<file path="src/rtl/operand_shifter.sv">
// operand_shifter: multi-cycle one-bit-per-clock LSL/LSR/ASR/ROR stage feeding the 33-bit ALU b operand
// shifterOut bit WIDTH is tied low so ALU carry/borrow detection at bit 32 stays clean.
module operand_shifter #(
    parameter int WIDTH = 32,
    parameter int CNT_W = 5
) (
    input  logic             clk,
    input  logic             rst_n,
    input  logic             start,
    input  logic [1:0]       shiftType,
    input  logic [CNT_W-1:0] shiftAmount,
    input  logic [WIDTH-1:0] dataIn,
    input  logic             carryIn,
    output logic             busy,
    output logic             done,
    output logic [WIDTH:0]   shifterOut,
    output logic             shifterCarry
);
    typedef enum logic [1:0] {IDLE, SHIFT, DONE} state_t;
    localparam logic [1:0] LSL = 2'b00, LSR = 2'b01, ASR = 2'b10;
    state_t           state;
    logic [1:0]       typ;
    logic [CNT_W-1:0] cnt;
    logic [WIDTH-1:0] r;
    logic             c;
    logic [WIDTH-1:0] nxt_r;
    logic             nxt_c;
    always_comb begin
        nxt_r = typ == LSL ? {r[WIDTH-2:0], 1'b0}
                           : {(typ == LSR ? 1'b0 : typ == ASR ? r[WIDTH-1] : r[0]), r[WIDTH-1:1]};
        nxt_c = typ == LSL ? r[WIDTH-1] : r[0];
    end
    always_ff @(posedge clk or negedge rst_n) begin
        if (!rst_n) begin
            state <= IDLE;
            typ   <= LSL;
            cnt   <= '0;
            r     <= '0;
            c     <= 1'b0;
            busy  <= 1'b0;
            done  <= 1'b0;
        end else begin
            case (state)
                IDLE: if (start) begin
                    r     <= dataIn;
                    typ   <= shiftType;
                    cnt   <= shiftAmount;
                    c     <= carryIn;
                    busy  <= 1'b1;
                    done  <= shiftAmount == '0;
                    state <= shiftAmount == '0 ? DONE : SHIFT;
                end
                SHIFT: begin
                    r   <= nxt_r;
                    c   <= nxt_c;
                    cnt <= cnt - 1'b1;
                    if (cnt == CNT_W'(1)) begin
                        done  <= 1'b1;
                        state <= DONE;
                    end
                end
                default: begin
                    busy  <= 1'b0;
                    done  <= 1'b0;
                    state <= IDLE;
                end
            endcase
        end
    end
    assign shifterOut   = {1'b0, r};
    assign shifterCarry = c;
endmodule
</file>
<file path="config.mk">
export PLATFORM = sky130hd
export DESIGN_NAME = operand_shifter
export DESIGN_NICKNAME = d
export VERILOG_FILES = /design/src/rtl/operand_shifter.sv
export SDC_FILE = /design/constraint.sdc
export NUM_CORES = 1
export LEC_CHECK = 0
export BUFFER_PORTS_ARGS = -buffer_cell sky130_fd_sc_hd__buf_2
export CORE_MARGIN = 2
export CORE_UTILIZATION = 50
export DETAILED_ROUTE_END_ITERATION = 8
export PLACE_DENSITY_LB_ADDON = 0.12
export SETUP_SLACK_MARGIN = 0.4
export SLEW_MARGIN = 20
export SYNTH_ARGS = -nofsm -noshare
export SYNTH_HDL_FRONTEND = slang
export SYNTH_SLANG_ARGS = --single-unit
</file>
<file path="constraint.sdc">
create_clock -name clk -period 1.5 [get_ports clk]
set_input_delay 0.075 -clock clk [delete_from_list [all_inputs] [get_ports clk]]
set_output_delay 0.075 -clock clk [all_outputs]
set_load 0.03 [all_outputs]
</file>
======== Word-level counts from Yosys, hierarchy flattened ========
Index checks and enable logic that the tools add are counted.
word-level totals
  register bits ........................... 44
  bits of input ports ..................... 43
  output and inout port bits .............. 36
  logic and storage cells ................. 45
operators by class
  bitwise operators ....................... 1
  eq/ne operators ......................... 7
  reductions and logical operators ........ 9
  muxes and demuxes ....................... 19
  add/sub/neg operators ................... 1
operators by type and width
  cell                                              count
  2-to-1 mux 32 bit                                 2
  case mux 32 bit (2 select lines)                  1
  case mux 5 bit (2 select lines)                   1
  AND reduction 2 bit                               4
  2-to-1 mux 1 bit                                  7
  2-to-1 mux 2 bit                                  3
  case mux 1 bit (2 select lines)                   3
  == test 5 x 1 -> 1 bit, second input constant     1
  logical NOT 5 bit                                 1
  2-to-1 mux 5 bit                                  1
  subtractor 5 x 1 -> 5 bit, second input constant  1
  == test 2 x 1 -> 1 bit, second input constant     2
  logical NOT 2 bit                                 2
  != test 2 bit, second input constant              2
  != test 4 bit, second input constant              1
  case mux 2 bit (2 select lines)                   1
  AND reduction 3 bit                               1
  == test 2 bit, second input constant              1
  nonzero test 2 bit                                1
  NOT 1 bit                                         1

======== Longest topological paths before layout ========
Gate-level depths: netlist (run 1).
  depth after elaboration ................. 5
  mapped depth ............................ 6
  mapped depth without buffers ............ 5

======== Worst setup path before layout (run 1) ========
No wires, ideal clock.
  path kind ............................... register to register
  start ................................... register done (netlist name)
  end ..................................... register r[22]
  clock period less this slack ............ 1.417 ns
  arrival ................................. 1.279 ns
  cell stages (with the launch flop) ...... 5
  setup time .............................. 0.138 ns
  buffers on the path ..................... 2
  required time ........................... 1.362 ns
  path slack .............................. 0.083 ns
  cells stage by stage .................... dfrtp_1 -> buf_2 -> nand2b_1 -> clkbuf_1 -> o211ai_1
RTL lines
  item                  line  source
  end signal, assigned  45    r <= dataIn;
  end signal, assigned  54    r <= nxt_r;
  end, declared         24    logic [WIDTH-1:0] r;

======== Worst setup path in the final report (run 1) ========
  start ................................... register typ[1]
  end ..................................... register r[30]
between the ends
  word-level cells in the longest chain between the ends .. 3
ends and longest elaborated chain
  item                              line  source
  start, declared                   22    logic [1:0] typ;
  start signal, assigned            46    typ <= shiftType;
  logical NOT 2 bit                 29    nxt_r = typ == LSL ? {r[WIDTH-2:0], 1'b0}
  2-to-1 mux 32 bit                 29
  case mux 32 bit (2 select lines)  43    case (state)
Every way passes these cells.
A chain may end at the register's enable or synchronous reset.

==> results of run 1 <==
==> cells by family (layout without fill, tap and decap cells) <==
group           Yosys count  in the layout  synth area share (%)
compound gates           88             88                  26.5
fa+ha+maj                 2              2                 0.979
buf+inv                  32            131                  6.90
flops                    43             43                  42.1
mux                      33             33                  13.0
other cells               1              1                 0.147
simple gates             53             53                  10.3
==> through the flow <==
stage / hold WS [ns] / setup slack [ns] / instance area (µm²) / instances
final: 0.00795 / 0.169 / 3610 / 421
after global routing: 0.000586 / 0.127 / 3610 / 421
after CTS: 0.00301 / 0.214 / 3420 / 413
after detailed placement: 0.192 / 0.158 / 3090 / 387
after global placement: 0.196 / 0.190 / 3090 / 387
after floorplan: -0.221 / 0.288 / 2690 / 252
==> timing repair <==
action / 4_1_cts / 5_1_grt
hold endpoints to repair: 44 / 0
endpoints found under the setup margin: 44 / 46
hold buffers: 2 / 0
buffers inserted: 13 / 4
gates cloned: 3 / 4
resized for setup: 21 / 23
pin swaps: 2 / 9
==> worst register-to-register path, cell delays in order (launching register included) <==
cell       delay, ns
dfrtp_2         0.43
nor2_4          0.17
buf_4           0.16
clkbuf_16       0.15
mux2i_1         0.21
o211ai_1        0.10
==> power by group through the flow <==
stage                     Combinational (µW)  Clock [µW]  Sequential (µW)
after floorplan                         2330           0             3070
after global placement                  3960           0             2410
after detailed placement                4010           0             2410
after CTS                               4490         857             2390
after global routing                    5290         913             2520
final                                   4950         845             2430
==> worst min-delay path by stage <==
stage / from / end / slack [ns]
floorplan: rst_n / busy / -0.22
global placement: rst_n / r[18] / 0.20
detailed placement: rst_n / r[18] / 0.19
CTS: shiftType[0] / typ[0] / 0.003
global route: shiftType[0] / typ[0] / 0.0006
finish: shiftType[0] / typ[0] / 0.008
==> synthesized netlist by cell type, types with 3 or more instances <==
cell       number  area share [%]
buf_1           4            0.59
o21ai_0         5            0.98
o211ai_1       31             9.1
buf_4           6             1.8
nor2b_1         3            0.73
buf_2           3            0.59
nor2_1          5            0.73
dfrtp_1        43              42
inv_1           7             1.0
nand2_1        33             4.8
mux2i_1        31              12
a21oi_1         7             1.4
a32oi_1        31              11
buf_6           4             1.8
a2bb2oi_1       4             1.4
clkbuf_1        8             1.2
==> per-layer routing <==
metal	GRT usage, %	vias to the layer above
li1	-	1168
met1	37.5	1260
met2	39.6	121
met3	5.03	7
met4	7.41	0
met5	0	-
==> final cells by class <==
type / instances / area share, %
inverter: 7 / 0.797
clock inverter: 1 / 0.208
tap: 70 / 2.43
multi-input combinational: 177 / 40.0
clock buffer: 7 / 2.67
sequential: 43 / 30.0
timing repair buffer: 116 / 23.9
==> registers in the layout (all words and copies together) (netlist names) <==
| name | flops |
|---|---|
| cnt | 5 |
| state | 1 |
| r | 32 |
| done | 1 |
| busy | 1 |
| shifterCarry | 1 |
| typ | 2 |
==> summary.txt, run 1 <==
Pwr
  • Comb power frac: 60.1%
  • Sequential share of power: 29.6%
  • Worst vdd ir: 0.00131 V
  • PnR Total Power: between 8000 and 9000 µW
  • NetSw: around 3800 µW
  • Clock power frac: 10.3%
  • Pwr Density: approximately 2300 nW/µm²
  • Sw frac: 45.7%
  • P_int: around 4500 µW
  • Pleak: 0.00156 µW

Finish
  • Register area: 1080 µm²
  • Layout fillers: 396
  • Multi-input logic area: 1440 µm²
  • Syn-to-layout area delta: 41.3%
  • Diodes inserted: 0
  • Core Util, Final: 72.1%
  • Most frequent cells in the layout: buf_2 (76), dfrtp_1 (38), nand2_1 (33), a32oi_1 (31), o211ai_1 (31)
  • Commonest non-fill, non-tap cell in the layout: buf_2
  • Share of layout cells above drive strength 1: 43.6%
  • Post-layout nets: about 400

Synth
  • #FFs+latches synth: 43
  • Synth Net Count: between 200 and 300
  • Primary FF master, synth: dfrtp_1
  • Cell Area, Synth: 2550 µm²
  • Async SR Flop Fraction: 100%
  • Mapped Cells: 252
  • Number of enable flip-flop cells after synthesis: 0
  • Synth warn: 0
  • Mean Syn Cell Area: 10.1 µm²
  • Post-synth cell types: 38
  • Fraction of the yosys area taken by sequential cells: 42.1%

Clocking
  • CTS root buf: clkbuf_8
  • CTS buffer count: 5
  • Reg clk slew, reported paths: 0.09 ns
  • CTS Buffer Depth: 2
  • CTS tree: built
  • Clock sinks: 43
  • Clk_lat worst skew: about 0.30 ns
  • CTS H-tree lvls: 2

Timing
  • Fmax: approximately 750 MHz
  • Final hold viol count: 0
  • Relative slew slack: between 60% and 70%
  • Worst slew pin tran: 0.566 ns
  • Post-route minimum period: 1.33 ns
  • Period Utilization, post-route: 88.7%
  • Final setup vio count: 0
  • Setup Skew: 0.00889 ns
  • Setup TNS: 0 ns
  • Final Max Slew Viols: 0
  • RSZ-0062 raised after global routing: yes

Drt
  • DRC Markers: 0
  • Via/cell ratio: 6.07
  • WL final: between 7000 and 8000 µm
  • Top sig layer: met4
  • Via count: 2556
  • WL/cell: 17.9 µm
  • Wire length on met2: around 3600 µm
  • WL met3: approximately 600 µm
  • Detail Route Antenna Nets: 0
  • Metal1 wirelength: 3280 µm
  • Initial DRC count: 299
  • TritonRoute pass-1 iters: 4

Worst setup path
  • Worst r2r dst: r[30]
  • Crit path kind: reg -> reg
  • CP max FO: 5
  • CP bufs+invs: 2
  • Worst flop-to-flop path startpoint: typ[1]
  • Worst reg2reg path depth: 5
  • Setup crit end: r[30]
  • CP max stage delay: 0.43 ns
  • Critical path launch point type: flop
  • Slowest cell on crit path: dfrtp_2
  • Crit path depth: 5
  • Worst setup EP type: flop
  • Worst Setup SP: typ[1]
  • Worst R2R Setup Slack: 0.17 ns
  • Crit path DAT: 1.51 ns
  • Top delay family on crit path: flip-flops
  • Required time of the worst setup path: roughly 1.7 ns
  • Worst-path cell chain: nor2_4, buf_4, clkbuf_16, mux2i_1, o211ai_1

Floorplanning
  • Die Wd: 75.5 µm
  • Starting Density: 51.0%
  • Core area: 5010 µm²
  • Height of the die: 75.5 µm
  • Row count: 26
  • # IOs: 79
  • Die area: 5700 µm²

Global route
  • Initial antenna violation count: 0
  • Largest net degree at the start of global routing: 44
  • Tot GR Track Use: around a quarter
  • Vias in the first global route: roughly 2300
  • Total congestion overflow: 0
  • First-pass GRT wire length: ~11000 µm

Outcome
  • Status: complete, no violations

Flow run
  • Max Cap Viol: 0

Placement
  • Port bufs: 77
  • Final Wtd Congestion: roughly 0.89
  • HPWL after detailed placement: 4320 µm

Worst hold path
  • Hold Crit Depth: 2
  • Hold Crit Class: in -> reg
No activity file was read; power rests on OpenSTA's default activity.
==> run 2: changes to the inputs <==
--- a/config.mk
+++ b/config.mk
@@ -5,10 +5,10 @@
 export SDC_FILE = /design/constraint.sdc
 export NUM_CORES = 1
 export LEC_CHECK = 0
-export BUFFER_PORTS_ARGS = -buffer_cell sky130_fd_sc_hd__buf_2
 export CORE_MARGIN = 2
 export CORE_UTILIZATION = 50
 export DETAILED_ROUTE_END_ITERATION = 8
+export DONT_BUFFER_PORTS = 1
 export PLACE_DENSITY_LB_ADDON = 0.12
 export SETUP_SLACK_MARGIN = 0.4
 export SLEW_MARGIN = 20
==> summary.txt, run 2 (synthesis gave the netlist of run 1 again) <==
Global route
  • Total congestion overflow: 0 (unchanged)
  • Vias in the first global route: 2206 (-5.4%)
  • First-pass GRT wire length: 10600 µm (-6.3%)
  • Tot GR Track Use: 24.5% (-1.3 points)
  • Initial antenna violation count: 0 (unchanged)
  • Largest net degree at the start of global routing: 44 (unchanged)

Worst setup path
  • Critical path launch point type: flop
  • CP max FO: 6 (+1)
  • Slowest cell on crit path: dfrtp_1
  • Crit path kind: reg -> reg
  • Worst setup EP type: flop
  • CP bufs+invs: 2 (unchanged)
  • Top delay family on crit path: flip-flops
  • Worst R2R Setup Slack: 0.22 ns (+0.05 ns)
  • Required time of the worst setup path: 1.69 ns (about the same)
  • Crit path DAT: 1.47 ns (-0.04 ns)
  • Worst-path cell chain: nor2_4, buf_6, clkbuf_16, mux2i_1, o211ai_1
  • CP max stage delay: 0.42 ns (about the same)

Floorplanning
  • Die Wd: 75.5 µm (unchanged)
  • Starting Density: 51.0% (unchanged)
  • Height of the die: 75.5 µm (unchanged)
  • Row count: 26 (unchanged)
  • Core area: 5010 µm² (unchanged)
  • # IOs: 79 (unchanged)
  • Die area: 5700 µm² (unchanged)

Timing
  • Period Utilization, post-route: 85.2% (-3.5 points)
  • Post-route minimum period: 1.28 ns (-0.0524 ns)
  • Final hold viol count: 0 (unchanged)
  • Final setup vio count: 0 (unchanged)
  • Setup Skew: 0.0158 ns (+0.00689 ns)
  • RSZ-0062 raised after global routing: yes
  • Setup TNS: 0 ns (unchanged)
  • Fmax: 782 MHz (+4.1%)
  • Final Max Slew Viols: 0 (unchanged)

Drt
  • WL/cell: 19.2 µm (+7.3%)
  • WL final: 7200 µm (-4.7%)
  • Via count: 2321 (-9.2%)
  • Detail Route Antenna Nets: 0 (unchanged)
  • Initial DRC count: 150 (-50%)
  • Via/cell ratio: 6.21 (+2.2%)
  • TritonRoute pass-1 iters: 4 (unchanged)
  • DRC Markers: 0 (unchanged)

Finish
  • Syn-to-layout area delta: 37.4%
  • Register area: 1080 µm² (-0.23%)
  • Top reg by flops: r
  • Most frequent cells in the layout: dfrtp_1 (40), dlygate4sd3_1 (37), nand2_1 (33), o211ai_1 (31), mux2i_1 (29)
  • Layout fillers: 398 (+0.51%)
  • Multi-input logic area: 1420 µm² (-1.5%)
  • Post-layout nets: 348 (-12%)
  • Max reg flops: 32 (unchanged)
  • Share of layout cells above drive strength 1: 22.0% (-22 points)
  • Final instance area: 3510 µm² (-2.8%)
  • Diodes inserted: 0 (unchanged)
  • Largest registers: r x32, cnt x5, typ x2
  • Commonest non-fill, non-tap cell in the layout: dfrtp_1

Clocking
  • Reg clk slew, reported paths: 0.09 ns (about the same)
  • Clock sinks: 43 (unchanged)
  • CTS buffer count: 5 (unchanged)
  • CTS tree: built
  • Clk_lat worst skew: 0.31 ns (about the same)
  • CTS root buf: clkbuf_8
  • CTS H-tree lvls: 2 (unchanged)
  • CTS Buffer Depth: 2 (unchanged)

Placement
  • Post-place instance area: 2700 µm² (-13%)
  • HPWL after detailed placement: 4110 µm (-4.9%)
  • Final Wtd Congestion: 0.765 (-14%)
  • Port bufs: 0 (-100%)

Worst hold path
  • Hold Crit Class: in -> reg

Flow run
  • Max Cap Viol: 0 (unchanged)

Pwr
  • Worst vdd ir: 0.00134 V (+2.3%)
  • Pleak: 0.00136 µW (-13%)
  • Pwr Density: 2200 nW/µm² (-3.4%)

Outcome
  • Status: complete, no violations
run 2: cell count changes in the layout (fill, tap and decap cells not counted), sizes merged:
cell | before | now
clkinvlp | 1 | 0
buf | 112 | 29
dlygate4sd3 | 2 | 37
bufinv | 0 | 2
run 2: power by group:
part           leakage (µW)  total [µW]  internal, µW  switching, µW
logic              0.000768        3370          1840           1530
clock network     0.0000654        1090           666            423
registers          0.000527        3270          1700           1570
run 2: repair_timing:
item	in CTS	in global routing
endpoints found under the setup margin	43	42
cloned	0	4
pin swaps	5	12
hold endpoints to repair	79	0
resized for setup	13	10
buffers inserted	11	2
hold buffers	38	0
run 2: path summary, 6_finish.rpt:
path / from / end / depth (start not counted)
max: typ[0] / r[10] / 5
min: shiftAmount[4] / cnt[4] / 2
max reg2reg: typ[0] / r[10] / 5
min reg2reg: cnt[3] / cnt[3] / 1
max in group asynchronous: rst_n / done / 2
min in group asynchronous: rst_n / r[16] / 2
run 2: area by class of cell:
class	count	area share, %
Clock buffer	6	2.07
Timing Repair Buffer	69	21.6
Inverter	7	0.820
Multi-Input combinational cell	177	40.5
Clock inverter	2	1.71
Sequential cell	43	30.8
Tap cell	70	2.49
run 2: layer usage:
metal  vias up  GRT usage (%)  wire length (µm)  share of wire [%]
met5         -              0                 0                  0
met4         0           5.26                71               0.99
met1      1148           32.2              3160                 44
met2        87           40.6              3500                 49
met3         8           7.01               475                6.6
li1       1078              -                 -                  -
run 2: through the flow:
| stage | worst slack, ns | hold slack, ns | utilization, % | total power (µW) | instances |
|---|---|---|---|---|---|
| after floorplan | 0.288 | -0.221 | - | 5400 | 252 |
| after global placement | 0.203 | -0.219 | 53.8 | 5910 | 311 |
| after detailed placement | 0.174 | -0.219 | 53.8 | 5960 | 311 |
| after CTS | 0.230 | 0.0155 | 66.9 | 7410 | 368 |
| after global routing | 0.142 | 0.0172 | 70.1 | 8200 | 374 |
| final | 0.221 | 0.0266 | 70.1 | 7730 | 374 |
==> run 3: changes to the inputs <==
--- a/config.mk
+++ b/config.mk
@@ -6,7 +6,7 @@
 export NUM_CORES = 1
 export LEC_CHECK = 0
 export CORE_MARGIN = 2
-export CORE_UTILIZATION = 50
+export CORE_UTILIZATION = 60
 export DETAILED_ROUTE_END_ITERATION = 8
 export DONT_BUFFER_PORTS = 1
 export PLACE_DENSITY_LB_ADDON = 0.12
==> summary.txt, run 3 (synthesis gave the netlist of run 1 again) <==
Worst setup path
  • Crit path kind: reg -> reg
  • Required time of the worst setup path: 1.68 ns (about the same)
  • Worst reg2reg path depth: 5 (unchanged)
  • Worst Setup SP: typ[0]
  • Worst r2r dst: r[9]
  • Worst R2R Setup Slack: 0.09 ns (-0.13 ns)
  • Setup crit end: r[9]
  • CP max FO: 9 (+3)
  • Worst setup EP type: flop
  • Crit path DAT: 1.59 ns (+0.12 ns)
  • Worst flop-to-flop path startpoint: typ[0]
  • Critical path launch point type: flop

Floorplanning
  • Starting Density: 63.0% (+12 points)
  • Height of the die: 69.3 µm (-8.3%)
  • Row count: 23 (-12%)
  • Core area: 4060 µm² (-19%)
  • # IOs: 79 (unchanged)
  • Die area: 4800 µm² (-16%)
  • Die Wd: 69.3 µm (-8.3%)

Drt
  • WL/cell: 23.9 µm (+24%)
  • Detail Route Antenna Nets: 0 (unchanged)
  • Initial DRC count: 208 (+39%)
  • DRC Markers: 0 (unchanged)
  • Via/cell ratio: 7.21 (+16%)
  • WL final: 8520 µm (+18%)
  • TritonRoute pass-1 iters: 5 (+1)
  • Via count: 2566 (+11%)

Timing
  • Worst slew pin tran: 0.502 ns
  • Final Max Slew Viols: 0 (unchanged)
  • RSZ-0062 raised after global routing: yes
  • Final worst slack: 0.0922 ns (-0.129 ns)
  • Relative slew slack: between 60% and 70%
  • Final setup vio count: 0 (unchanged)
  • Post-route minimum period: 1.41 ns (+0.129 ns)
  • Final hold viol count: 43 (+43)
  • Fmax: 710 MHz (-9.2%)
  • Period Utilization, post-route: 93.9% (+8.6 points)
  • Worst hold margin: -0.544 ns (-0.570 ns)
  • Setup Skew: 0.00457 ns (-0.0112 ns)

Outcome
  • Failing checks: hold timing
  • Status: complete, but fails checks

Pwr
  • Pleak: 0.00139 µW (+2.4%)
  • Sequential share of power: 40.6% (-1.7 points)
  • Pwr Density: 2320 nW/µm² (+5.5%)
  • Clock power frac: 11.7% (-2.4 points)
  • Sw frac: 46.8% (+1.3 points)
  • P_int: 4400 µW (+4.5%)
  • Worst vdd ir: 0.00141 V (+5.1%)
  • Comb power frac: 47.7% (+4.1 points)
  • NetSw: 3870 µW (+10%)

Global route
  • Tot GR Track Use: 32.9% (+8.4 points)
  • First-pass GRT wire length: 12600 µm (+18%)
  • Largest net degree at the start of global routing: 44 (unchanged)
  • Initial antenna violation count: 0 (unchanged)
  • Vias in the first global route: 2515 (+14%)
  • Total congestion overflow: 0 (unchanged)

Clocking
  • CTS root buf: clkbuf_8
  • CTS Buffer Depth: 2 (unchanged)
  • CTS H-tree lvls: 2 (unchanged)
  • CTS tree: built
  • Reg clk slew, reported paths: 0.09 ns (about the same)
  • CTS Hold Buffers Added: 35 (-7.9%)
  • Clock sinks: 43 (unchanged)
  • Clk_lat worst skew: 0.30 ns (about the same)
  • CTS buffer count: 5 (unchanged)

Placement
  • Setup Slack @ Placement: -0.241 ns (-0.415 ns)
  • Final Wtd Congestion: 0.823 (+7.7%)
  • Port bufs: 0 (unchanged)
  • HPWL after detailed placement: 4270 µm (+3.9%)
  • Post-place instance area: 2620 µm² (-3.0%)

Finish
  • Commonest non-fill, non-tap cell in the layout: dfrtp_1
  • Layout fillers: 183 (-54%)
  • Top reg by flops: r
  • Largest registers: r x32, cnt x5, typ x2
  • Core Util, Final: 87.8% (+18 points)
  • Syn-to-layout area delta: 39.4%
  • Diodes inserted: 0 (unchanged)
  • Share of layout cells above drive strength 1: 25.2% (+3.1 points)
  • Post-layout nets: 350 (+0.57%)
  • Most frequent cells in the layout: dfrtp_1 (40), dlygate4sd3_1 (35), nand2_1 (32), a32oi_1 (31), o211ai_1 (31)
  • Max reg flops: 32 (unchanged)
  • Final instance area: 3560 µm² (+1.5%)

Worst hold path
  • Hold Crit Class: in -> async

Flow run
  • Max Cap Viol: 0 (unchanged)
## run 3: changes by cell type in the layout (fill, tap and decap cells not counted), sizes merged
cell,delta
buf,+4
bufinv,-1
clkbuf,-1
clkinv,+1
dlygate4sd3,-2
nor2,+1
## run 3: what timing repair did
| item | 4_1_cts | 5_1_grt |
|---|---|---|
| gates cloned | 6 | 2 |
| endpoints found under the setup margin | 43 | 44 |
| pin swaps | 8 | 10 |
| endpoints found under the hold margin | 78 | 43 |
| setup buffers | 12 | 6 |
| resized for setup | 27 | 24 |
## run 3: power groups by stage
stage | clock network, µW | registers (µW) | logic [µW]
floorplan | 0 | 3070 | 2330
global placement | 0 | 3240 | 2420
detailed placement | 0 | 3290 | 2570
CTS | 961 | 3270 | 3370
global route | 1030 | 3420 | 4180
finish | 970 | 3360 | 3940
## run 3: routing by layer
| layer | part of all wire, % | global-route usage [%] | wire (µm) |
|---|---|---|---|
| met5 | 0 | 0 | 0 |
| met4 | 3.8 | 15.7 | 323 |
| met2 | 50 | 53.1 | 4290 |
| met1 | 37 | 41.0 | 3150 |
| met3 | 8.9 | 9.01 | 760 |
## run 3: how the worst min path moves through the flow
stage               endpoint  slack (ns)  startpoint  cells past startpoint
floorplan               busy       -0.22       rst_n                      0
global placement       r[17]       -0.22       rst_n                      0
detailed placement     r[18]       -0.22       rst_n                      0
CTS                    r[13]       -0.55       rst_n                      0
global route           r[22]       -0.56       rst_n                      0
finish                 r[13]       -0.54       rst_n                      0
## run 3: area by class of cell
cell class | instances | area (µm²) | share of cell area [%]
flip-flops and latches | 43 | 1080 | 30.3
clock buffers | 6 | 82.6 | 2.32
repair buffers | 70 | 801 | 22.5
inverters | 7 | 31.3 | 0.878
clock inverters | 2 | 35.0 | 0.983
multi-input cells | 178 | 1470 | 41.3
well taps | 50 | 62.6 | 1.76
## run 3: stage by stage
step	power, µW	std cells	setup TNS [ns]	hold WS (ns)
finish	8270	356	0	-0.544
global route	8630	356	0	-0.561
CTS	7600	348	0	-0.548
detailed placement	5860	287	-5.52	-0.220
global placement	5670	287	-2.59	-0.219
floorplan	5400	252	0	-0.221
## run 3: critical path, cell delays in order (launching register included)
cell and delay, ns:
dfrtp_1 0.43, nor2_4 0.17, buf_4 0.14, buf_12 0.14
mux2i_1 0.27, o211ai_1 0.12
